--- config.mk ---
export PLATFORM = sky130hd
export DESIGN_NAME = gray_counter
export DESIGN_NICKNAME = d
export VERILOG_FILES = /design/src/rtl/gray_pkg.sv /design/src/rtl/gray_to_bin.sv /design/src/rtl/gray_counter.sv
export SDC_FILE = /design/constraint.sdc
export NUM_CORES = 1
export LEC_CHECK = 0
export ABC_AREA = 1
export BUFFER_PORTS_ARGS = -buffer_cell sky130_fd_sc_hd__buf_2
export CAP_MARGIN = 20
export CORE_MARGIN = 5
export CORE_UTILIZATION = 25
export CTS_BUF_LIST = sky130_fd_sc_hd__clkbuf_4 sky130_fd_sc_hd__clkbuf_8
export CTS_CLUSTER_SIZE = 30
export DETAILED_ROUTE_END_ITERATION = 10
export PLACE_DENSITY = 0.47
export RECOVER_POWER = 100
export SYNTH_ARGS = -nofsm -noshare
export SYNTH_HDL_FRONTEND = slang
export SYNTH_SLANG_ARGS = --single-unit
export TNS_END_PERCENT = 100
--- constraint.sdc ---
create_clock -name clk -period 1.4 [get_ports clk]
set_input_delay 0.14 -clock clk [delete_from_list [all_inputs] [get_ports clk]]
set_output_delay 0.14 -clock clk [all_outputs]
set_load 0.005 [all_outputs]
--- src/rtl/gray_pkg.sv ---
// gray_pkg: width-generic binary/Gray conversions shared by the counter and Gray-pointer receivers.
package gray_pkg;
    localparam int MAX_W = 64;
    typedef logic [MAX_W-1:0] vec_t;
    function automatic vec_t bin2gray(input vec_t b);
        return b ^ (b >> 1);
    endfunction
    // Zero-extended inputs decode correctly because the prefix XOR runs from the MSB down.
    function automatic vec_t gray2bin(input vec_t g);
        vec_t b;
        b[MAX_W-1] = g[MAX_W-1];
        for (int i = MAX_W - 2; i >= 0; i--) b[i] = b[i+1] ^ g[i];
        return b;
    endfunction
endpackage

--- src/rtl/gray_to_bin.sv ---
// gray_to_bin: combinational WIDTH-bit Gray-to-binary decoder.
module gray_to_bin
    import gray_pkg::*;
#(
    parameter int WIDTH = 3
) (
    input  logic [WIDTH-1:0] gray_i,
    output logic [WIDTH-1:0] bin_o
);
    assign bin_o = WIDTH'(gray2bin(vec_t'(gray_i)));
endmodule

--- src/rtl/gray_counter.sv ---
// gray_counter: registered up/down binary+Gray counter with binary or Gray load.
// Define GRAY_COUNTER_SAT_EN to saturate at the limits instead of wrapping.
module gray_counter
    import gray_pkg::*;
#(
    parameter int               WIDTH   = 3,
    parameter logic [WIDTH-1:0] RST_VAL = '0
) (
    input  logic             clk,
    input  logic             rst_n,
    input  logic             en,
    input  logic             up_dn,
    input  logic             load,
    input  logic             load_gray,
    input  logic [WIDTH-1:0] load_val,
    output logic [WIDTH-1:0] bin,
    output logic [WIDTH-1:0] gray,
    output logic             wrap
);
    typedef logic [WIDTH-1:0] cnt_t;
`ifdef GRAY_COUNTER_SAT_EN
    localparam bit SAT = 1'b1;
`else
    localparam bit SAT = 1'b0;
`endif
    localparam cnt_t RST_GRAY = cnt_t'(bin2gray(vec_t'(RST_VAL)));
    cnt_t bin_q, bin_d, gray_q, gray_d, dec_bin, step_bin;
    logic wrap_q, wrap_d, at_lim;
    gray_to_bin #(.WIDTH(WIDTH)) u_dec (
        .gray_i (load_val),
        .bin_o  (dec_bin)
    );
    // at_lim: the next step in the requested direction would cross the end of the range
    always_comb begin
        at_lim   = up_dn ? &bin_q : ~|bin_q;
        step_bin = (SAT && at_lim) ? bin_q : (up_dn ? bin_q + cnt_t'(1) : bin_q - cnt_t'(1));
        bin_d    = load ? (load_gray ? dec_bin : load_val) : (en ? step_bin : bin_q);
        gray_d   = cnt_t'(bin2gray(vec_t'(bin_d)));
        wrap_d   = !load && en && at_lim;
    end
    always_ff @(posedge clk or negedge rst_n) begin
        if (!rst_n) begin
            bin_q  <= RST_VAL;
            gray_q <= RST_GRAY;
            wrap_q <= 1'b0;
        end else begin
            bin_q  <= bin_d;
            gray_q <= gray_d;
            wrap_q <= wrap_d;
        end
    end
    assign bin  = bin_q;
    assign gray = gray_q;
    assign wrap = wrap_q;
endmodule
==> metrics.md, run 1 <==
| Metric | Value |
|---|---|
| Compound-Gate Fraction of Synth Area | roughly 7.0% |
| Wire length of the first global-routing pass | 1.87 mm |
| H-tree Lvls | 1 |
| Synthesized Nets | 68 |
| CTS tree | built |
| # rows | 14 |
| Worst Tran Pin Value | 319 ps |
| Pint | between 300 and 400 uW |
| Vias per cell | approximately 4.5 |
| Multiplexer share of the synthesized area | 0% |
| Worst Setup End Kind | register |
| Post-synthesis xor/xnor area fraction | 0% |
| RSZ-0062 raised after global routing | yes |
| Tot GR Track Use | 9.55% |
| Critical path class | register to register |
| Vias in the first global route | approximately 420 |
| WL/cell | ~11 um |
| Critical path cell sequence | fa_2 -> nand2_2 -> nand2_2 -> nor2_2 -> a21oi_2 -> nand3_1 -> nand2_1 |
| Most used cell, CP | nand2_2 |
| Synth unique cells | 16 |
| Status | finished, violations left |
| Layout Cells excl Fill | 99 |
| Dpl ws | -60.6 ps |
| 1st-iter DRT viols | 11 |
| Clock Pin Slew Worst Setup and Hold Paths | ~40 ps |
| Clock skew | ~1 ps |
| F_max | 681 MHz |
| Post-Syn Area per Cell | between 7 and 8 um^2 |
| Crit path required time | ~1600 ps |
| Post-synthesis sequential area ratio | 36.4% |
| Share of the synthesized area in the top cell type | a little over a third |
| Initial antenna violation count | 0 |
| Endpoints failing hold | 0 |
| Largest net degree at the start of global routing | 8 |
| Part of the power in registers | around 36% |
| Dpl hpwl | approximately 860 um |
| Hold depth | 2 |
| CP Max Fanout | 3 |
| Clock Power Share | between 20% and 30% |
| I/O pin count | 16 |
| Period utilisation layout | 105% |
| Slowest CP cell | fa_2 |
| Power share of the combinational group | 36.2% |
| FF-to-FF path depth | 7 |
| Final GP Congestion | 0.779 |
| Min Tclk post-route | about 1500 ps |
| Worst path max stage delay | about 550 ps |
| Die Y | 50.6 um |
| Largest cells by area after synthesis | dfrtp_1 (36%), nand2_1 (15%), nand3_1 (9.7%) |
| Routed Wire Length | about 1.1 mm |
| Critical Path Start Type | register |
| CTS sink cnt | 6 |
| Post-route worst setup slack | -68.2 ps |
| Area of the core | around 0.0015 mm^2 |
| Vias | ~440 |
| Synth Warn # | 0 |
| Largest family of logic cells by synthesized area | simple AND/OR/NAND/NOR gates |
| Max Cap Viol | 0 |
| Fraction of layout instances using a drive strength above 1 | between 30 and 40% |
| Max-Slew Margin vs Limit | roughly four fifths |
| Net load switching power | about 200 uW |
| Final #Nets | between 90 and 100 |
| CP Data Arrival Time | about 1700 ps |
| Longest Clk Path Bufs | 2 |
| Power Total | 591 uW |
| Hold crit path type | input port to register |
| Switch share | 33.1% |
| Die ar. | ~0.0026 mm^2 |
| Port Buffer Count | 15 |
| Root Driver | clkbuf_4 |
| TritonRoute pass-1 iters | 4 |
| Worst-skew pair later-pin latency | ~250 ps |
| Routed Antenna Nets | 0 |
| Final setup vio count | 3 |
| Pwr dens | ~1000 mW/mm^2 |
| Total CTS buffers | 3 |
| Max Slew Vio Count | 0 |
| Mapped Cells | a little under 60 |
| Setup TNS | -169 ps |
| Final Instance Area | just under 600 um^2 |
| Total gr overflow | 0 |
| Chip width | between 50 and 60 um |
| ANT cells | 0 |
| Post-Synth Simple-Gate Area | approximately two fifths |
| Initial core utilization | about 27% |
| Cell Area, Synth | a little over 400 um^2 |
| Post-synth top area cell | dfrtp_1 |
| Failing checks | negative setup slack |
| Placed cell area | ~530 um^2 |
| Placed Cells incl. Taps | ~90 |
| Synth Area in Adders | under 10% |
| Post-synthesis register bit count | 6 |
| Layout area overhead | 43.3% |
| Leakage power | 0.330 nW |
| DRC viols | 0 |
| Max rail drop VDD | approximately 390 uV |
[sequential cells by signal, indices dropped and copies added (netlist names)]
name	count
gray	2
wrap	1
bin	3
[worst paths after layout]
kind / from / endpoint / slack (ps)
setup / recovery: bin[1] / gray[0] / -70
hold / removal: load / wrap / 150
setup reg to reg: bin[1] / gray[0] / -70
hold reg to reg: bin[2] / gray[1] / 730
max in group asynchronous: rst_n / bin[2] / 870
min in group asynchronous: rst_n / gray[1] / 300
[layout by cell type, fill, tap and decap left out]
cell,Yosys,routed
nand2_1,17,15
buf_2,0,12
inv_1,8,8
nand3_1,8,8
buf_4,1,7
dfrtp_1,6,6
nand2_2,2,4
nand4_1,3,3
clkbuf_4,0,3
clkbuf_1,0,3
inv_2,2,2
nor2_1,3,2
nor2_2,1,2
a22oi_1,2,2
nand3_2,1,1
a21oi_2,1,1
o21ai_1,0,1
nor4_1,1,1
fa_2,0,1
dlygate4sd3_1,0,1
[synthesized netlist by cell type]
cell,n
fa_1,1
inv_2,2
nand2_2,2
nand4_1,3
nor2_2,1
dfrtp_1,6
nand3_1,8
nand2_1,17
nor4_1,1
nand3_2,1
inv_1,8
a22oi_1,2
buf_4,1
nor2_1,3
a21oi_2,1
o21ai_0,1
[worst max-delay path: cells and delay by family (launching register included)]
| kind | cells | cell delay, ps |
|---|---|---|
| flops | 1 | 400 |
| compound gates | 1 | 150 |
| fa+ha+maj | 1 | 550 |
| simple gates | 5 | 320 |
[routing by layer]
layer	track usage (%)	vias up	part of all wire, %
li1	-	237	-
met1	12.0	187	44
met2	13.0	16	47
met3	3.55	2	8.4
met4	7.23	0	1.1
met5	0	-	0
[layout make-up]
type                       instances  area [um^2]
tap                               16         20.0
fill                             170          950
clock buffer                       3         22.5
multi-input combinational         41          228
sequential                         6          150
timing repair buffer              23          134
inverter                          10         37.5
[stage by stage]
step           utilization, %  hold slack, ps
2_1_floorplan               -            -156
3_3_place_gp             34.4           -32.0
3_5_place_dp             34.4           -29.8
4_1_cts                  37.5             143
5_1_grt                  38.4             144
6_report                 38.4             147
[logic make-up after synthesis]
| kind of cell | Yosys count |
|---|---|
| compound gates | 4 |
| simple gates | 36 |
| flops | 6 |
| fa+ha+maj | 1 |
| buf+inv | 11 |
[repair_timing]
item / CTS / global route
pin swaps: 1 / 4
endpoints found under the setup margin: 2 / 4
buffers inserted: 2 / 1
endpoints found under the hold margin: 6 / 0
gates resized for setup: 0 / 5
hold buffers: 1 / 0
[power by group through the flow]
| stage | clock, mW | sequential [mW] | combinational [mW] |
|---|---|---|---|
| 3_5_place_dp | 0 | 0.217 | 0.191 |
| 3_3_place_gp | 0 | 0.215 | 0.193 |
| 2_1_floorplan | 0 | 0.221 | 0.103 |
| 4_1_cts | 0.164 | 0.214 | 0.206 |
| 6_report | 0.163 | 0.214 | 0.214 |
| 5_1_grt | 0.180 | 0.217 | 0.244 |
(Power assumes the default switching activity.)
==> run 2: changes to the inputs <==
--- a/config.mk
+++ b/config.mk
@@ -14,5 +14,5 @@
 export CTS_CLUSTER_SIZE = 30
 export DETAILED_ROUTE_END_ITERATION = 10
-export PLACE_DENSITY = 0.47
+export PLACE_DENSITY = 0.46
 export RECOVER_POWER = 100
 export SYNTH_ARGS = -nofsm -noshare
==> constraint.sdc (replaced) <==
create_clock -name clk -period 1.81 [get_ports clk]
set_input_delay 0.362 -clock clk [delete_from_list [all_inputs] [get_ports clk]]
set_output_delay 0.362 -clock clk [all_outputs]
set_load 0.005 [all_outputs]
==> run 2 against run 1 <==
The flow now finishes without violations; clock-buffer cell count stayed put; non-clock buffer count fell by 7; design area down 11%; setup slack improved by 270 ps; combinational power down 39%; routed wire length decreased by 6.1%; die area unchanged; global-route usage down 1.2 points; largest power group unchanged.
==> metrics.md, run 2 (synthesis gave the netlist of run 1 again) <==
| Metric | Value |
|---|---|
| Final #Nets | 88 (-7.4%) |
| Dpl hpwl | 821 um (-4.1%) |
| H-tree Lvls | 1 (unchanged) |
| Root Driver | clkbuf_4 |
| GRT met3 Usage | 2.96% (-0.59 points) |
| Placed Cells incl. Taps | 88 (-4.3%) |
| # rows | 14 (unchanged) |
| Largest net degree at the start of global routing | 8 (unchanged) |
| Final setup vio count | 0 (-3) |
| Wire length of the first global-routing pass | 1.66 mm (-11%) |
| Routed Wire Length | 995 um (-6.1%) |
| Hold depth | 2 (unchanged) |
| Worst Tran Pin Value | 325 ps (+5.44 ps) |
| Critical Path Start Type | register |
| Max-Slew Margin vs Limit | 78.4% (-0.36 points) |
| Commonest cells after routing, fill and taps aside | nand2_1 (17), buf_2 (11), inv_1 (8), nand3_1 (8), dfrtp_1 (6) |
| Die Y | 50.6 um (unchanged) |
| FF-to-FF path depth | 7 (unchanged) |
| CP Max Fanout | 5 (+2) |
| 1st-iter DRT viols | 3 (-8) |
| Area of the core | 0.00154 mm^2 (unchanged) |
| M1 GR Usage | 9.95% (-2.0 points) |
| Layout Cells excl Fill | 92 (-7.1%) |
| GRT Max-Usage Layer | met2 |
| Critical path class | register to register |
| Final Util | 34.0% (-4.4 points) |
| TritonRoute pass-1 iters | 4 (unchanged) |
| Max rail drop VDD | 272 uV (-30%) |
| Dpl ws | 158 ps (+218 ps) |
| Chip width | 50.6 um (unchanged) |
| F_max | 621 MHz (-8.9%) |
| Period utilisation layout | 89.0% (-16 points) |
| Tot GR Track Use | 8.39% (-1.2 points) |
| Total gr overflow | 0 (unchanged) |
| Routed Antenna Nets | 0 (unchanged) |
| Worst-skew pair later-pin latency | 230 ps (-20 ps) |
| Most common cell after layout, fill and taps aside | nand2_1 |
| I/O pin count | 16 (unchanged) |
| CP Data Arrival Time | 1780 ps (+120 ps) |
| Met2 GRT Util | 13.4% (+0.41 points) |
| Setup TNS | 0 ps (+169 ps) |
| Clock Pin Slew Worst Setup and Hold Paths | 50 ps (about the same) |
| CTS sink cnt | 6 (unchanged) |
| Pwr dens | 796 mW/mm^2 (-20%) |
| Vias per cell | 4.59 (+2.7%) |
| Leakage power | 0.293 nW (-11%) |
| Max Cap Viol | 0 (unchanged) |
| Vias in the first global route | 398 (-5.7%) |
| Fraction of layout instances using a drive strength above 1 | 26.3% (-13 points) |
| Layout area overhead | 27.0% |
| Max Slew Vio Count | 0 (unchanged) |
| Post-route worst setup slack | 198 ps (+267 ps) |
| Longest Clk Path Bufs | 2 (unchanged) |
| Hold crit path type | input port to register |
| Status | finished, final reports clean |
| Clock skew | 1.77 ps (+0.768 ps) |
| WL/cell | 10.8 um (+1.0%) |
| Crit path required time | 1980 ps (+390 ps) |
| Min Tclk post-route | 1610 ps (+143 ps) |
| Max reg flops | 3 (unchanged) |
| Worst Setup End Kind | register |
| Total CTS buffers | 3 (unchanged) |
| DRC viols | 0 (unchanged) |
| CTS tree | built |
| Endpoints failing hold | 0 (unchanged) |
| ANT cells | 0 (unchanged) |
| Die ar. | 0.00256 mm^2 (unchanged) |
| Initial core utilization | 26.8% (unchanged) |
| Vias | 422 (-4.5%) |
| Final GP Congestion | 0.721 (-7.4%) |
| RSZ-0062 raised after global routing | no |
| CTS resizes | 0 (unchanged) |
| Hold_ws | 382 ps (+236 ps) |
| Initial antenna violation count | 0 (unchanged) |
| Port Buffer Count | 15 (unchanged) |
run 2: report_power, final:
group	switching [mW]	leakage, nW	total (mW)	internal (mW)
combinational	0.0764	0.207	0.130	0.0535
clock	0.0439	0.0138	0.119	0.0747
sequential	0.0154	0.0727	0.169	0.153
total	0.136	0.293	0.417	0.282
run 2: path summary, 6_finish.rpt:
| kind | from | to | slack [ps] |
|---|---|---|---|
| min in group asynchronous | rst_n | bin[1] | 530 |
| max in group asynchronous | rst_n | gray[1] | 1040 |
| max reg2reg | bin[0] | gray[0] | 200 |
| max | bin[0] | gray[0] | 200 |
| min reg2reg | bin[2] | wrap | 740 |
| min | load | wrap | 380 |
run 2: per-layer routing:
metal,up-vias,wire length (um)
li1,224,-
met1,181,477
met2,15,421
met3,2,80
met4,0,16
met5,-,0
run 2: area by class of cell:
cell class / instances / area (um^2)
Multi-Input combinational cell: 41 / 214
Fill cell: 175 / 1020
Clock buffer: 3 / 22.5
Tap cell: 16 / 20.0
Inverter: 10 / 37.5
Sequential cell: 6 / 150
Timing Repair Buffer: 16 / 80.1
run 2: worst max-delay path: stages, from the launching register on:
cell and delay [ps]:
dfrtp_1 420, fa_1 550, nand2_2 60, nand2_1 70
nor2_1 40, a21oi_1 220, nand3_1 110, nand2_1 80
run 2: timing repair:
item | in CTS | in global routing
hold endpoints to repair | 6 | 0
buffers inserted | 0 | 0
hold buffers | 1 | 0
run 2: per-stage QoR:
step / instance area [um^2] / power, mW
2_1_floorplan: 413 / 0.251
3_3_place_gp: 500 / 0.303
3_5_place_dp: 500 / 0.303
4_1_cts: 533 / 0.428
5_1_grt: 524 / 0.455
6_report: 524 / 0.417
==> run 3: changes to the inputs <==
- CORE_AREA: default -> 5 5 42 44
- CORE_MARGIN: 5 -> default
- CORE_UTILIZATION: 25 -> default
- DIE_AREA: default -> 0 0 47 49
- PLACE_DENSITY: 0.46 -> 0.54
==> run 3 against run 2 <==
Total power about the same; sequential cell count unchanged; largest power group unchanged; critical path depth decreased by 1; design area increased by 0.95%; die area decreased by 10%; first-iteration DRC count increased by 130%; routed wire length decreased by 9.5%; register-to-register slack improved by 50 ps; worst hold slack got worse by 13 ps; setup slack improved by 46 ps; clock-buffer cell count unchanged; non-clock buffer count unchanged.
==> metrics.md, run 3 (synthesis gave the netlist of run 1 again) <==
| Metric | Value |
|---|---|
| Status | finished, final reports clean |
| Clock skew | 3.72 ps (+1.95 ps) |
| Root Driver | clkbuf_4 |
| Die ar. | 0.00230 mm^2 (-10%) |
| RSZ-0062 raised after global routing | no |
| Crit path required time | 1980 ps (about the same) |
| Pwr dens | 788 mW/mm^2 (-1.0%) |
| Dpl hpwl | 746 um (-9.2%) |
| DRC viols | 0 (unchanged) |
| Final #Nets | 88 (unchanged) |
| Vias in the first global route | 374 (-6.0%) |
| Max Cap Viol | 0 (unchanged) |
| # rows | 14 (unchanged) |
| Routed Antenna Nets | 0 (unchanged) |
| Max rail drop VDD | 512 uV (+88%) |
| Longest Clk Path Bufs | 2 (unchanged) |
| WL/cell | 9.78 um (-9.5%) |
| CP Max Fanout | 5 (unchanged) |
| Max-Slew Margin vs Limit | 79.7% (+1.4 points) |
| Vias per cell | 4.50 (-1.9%) |
| Worst reg2reg startpoint | bin[0] |
| 1st-iter DRT viols | 7 (+4) |
| Final GP Congestion | 0.732 (+1.4%) |
| Period utilisation layout | 86.5% (-2.6 points) |
| Max reg flops | 3 (unchanged) |
| Area of the core | 0.00140 mm^2 (-9.1%) |
| Initial core utilization | 29.5% (+2.7 points) |
| Port Buffer Count | 15 (unchanged) |
| Crit path from | bin[0] |
| Critical Path Start Type | register |
| Total gr overflow | 0 (unchanged) |
| Setup bufs post-CTS | 0 (unchanged) |
| Wire length of the first global-routing pass | 1.46 mm (-12%) |
| Fraction of layout instances using a drive strength above 1 | 28.9% (+2.6 points) |
| Die Y | 49 um (-3.2%) |
| Max Slew Vio Count | 0 (unchanged) |
| Worst Setup End Kind | register |
| Hold_sp | load |
| Initial antenna violation count | 0 (unchanged) |
| Critical path class | register to register |
| I/O pin count | 16 (unchanged) |
| H-tree Lvls | 1 (unchanged) |
| Endpoints failing hold | 0 (unchanged) |
| Commonest cells after routing, fill and taps aside | nand2_1 (17), buf_2 (12), inv_1 (8), nand3_1 (8), dfrtp_1 (6) |
| Worst Tran Pin Value | 304 ps (-20.3 ps) |
| Leakage power | 0.295 nW (+0.58%) |
| TritonRoute pass-1 iters | 4 (unchanged) |
| Routed Wire Length | 900 um (-9.5%) |
| Total CTS buffers | 3 (unchanged) |
| Hold crit path type | input port to register |
| Min Tclk post-route | 1570 ps (-46.2 ps) |
| CTS sink cnt | 6 (unchanged) |
| Setup TNS | 0 ps (unchanged) |
| Final setup vio count | 0 (unchanged) |
| Tot GR Track Use | 8.48% (+0.087 points) |
| Chip width | 47 um (-7.2%) |
| Largest net degree at the start of global routing | 8 (unchanged) |
| CTS tree | built |
| Most common cell after layout, fill and taps aside | nand2_1 |
| Worst-skew pair later-pin latency | 240 ps (about the same) |
| Clock Pin Slew Worst Setup and Hold Paths | 40 ps (about the same) |
| CP Data Arrival Time | 1740 ps (-40 ps) |
| Hold_ws | 369 ps (-13.1 ps) |
| ANT cells | 0 (unchanged) |
| F_max | 639 MHz (+3.0%) |
| Vias | 414 (-1.9%) |
| Layout area overhead | 28.2% |
| Power Total | 417 uW (about the same) |
[run 3: cell types whose count changed in the layout (fill, tap and decap cells not counted)]
| cell | change |
|---|---|
| clkbuf_1 | -2 |
| a21oi_2 | +1 |
| a21oi_1 | -1 |
| buf_1 | +1 |
| buf_2 | +1 |
[run 3: worst paths after layout]
kind / end / slack, ps / cells past startpoint
setup / recovery: gray[1] / 240 / 6
hold / removal: wrap / 370 / 2
setup reg to reg: gray[1] / 240 / 6
hold reg to reg: wrap / 720 / 2
max in group asynchronous: bin[0] / 1060 / 2
min in group asynchronous: wrap / 520 / 2
[run 3: routing by layer]
layer / wire, um / GRT usage (%) / part of all wire [%] / up-vias
li1: - / - / - / 225
met1: 423 / 11.3 / 47 / 177
met2: 395 / 12.2 / 44 / 12
met3: 81 / 3.32 / 9.0 / 0
met4: 0 / 2.76 / 0 / 0
met5: 0 / 0 / 0 / -
[run 3: layout make-up]
class / instances / area [um^2]
fillers: 158 / 872
multi-input cells: 41 / 218
flip-flops and latches: 6 / 150
repair buffers: 16 / 81.3
inverters: 10 / 37.5
clock buffers: 3 / 22.5
well taps: 16 / 20.0
[run 3: power breakdown]
group / switching (mW) / internal [mW] / leakage (nW) / total [mW]
Sequential: 0.0146 / 0.153 / 0.0727 / 0.168
Combinational: 0.0743 / 0.0557 / 0.209 / 0.130
Clock: 0.0444 / 0.0747 / 0.0138 / 0.119
Total: 0.133 / 0.284 / 0.295 / 0.417
[run 3: per-stage QoR]
| step | setup slack [ps] | std cells | area, um^2 | util, % |
|---|---|---|---|---|
| after CTS | 221 | 92 | 533 | 38.0 |
| after floorplan | 380 | 58 | 413 | - |
| after global routing | 166 | 92 | 529 | 37.8 |
| after detailed placement | 114 | 88 | 500 | 35.7 |
| after global placement | 146 | 88 | 500 | 35.7 |
| final | 245 | 92 | 529 | 37.8 |
[run 3: what timing repair did]
| action | 4_1_cts | 5_1_grt |
|---|---|---|
| gates resized for setup | 0 | 0 |
| hold buffers | 1 | 0 |
| hold endpoints to repair | 6 | 0 |
[run 3: worst max-delay path: stages (launching register included)]
cell and delay, ps:
dfrtp_1 430, fa_1 500, nand2_2 80, nand2_1 50
o21ai_0 240, nand3_1 120, nand2_1 80
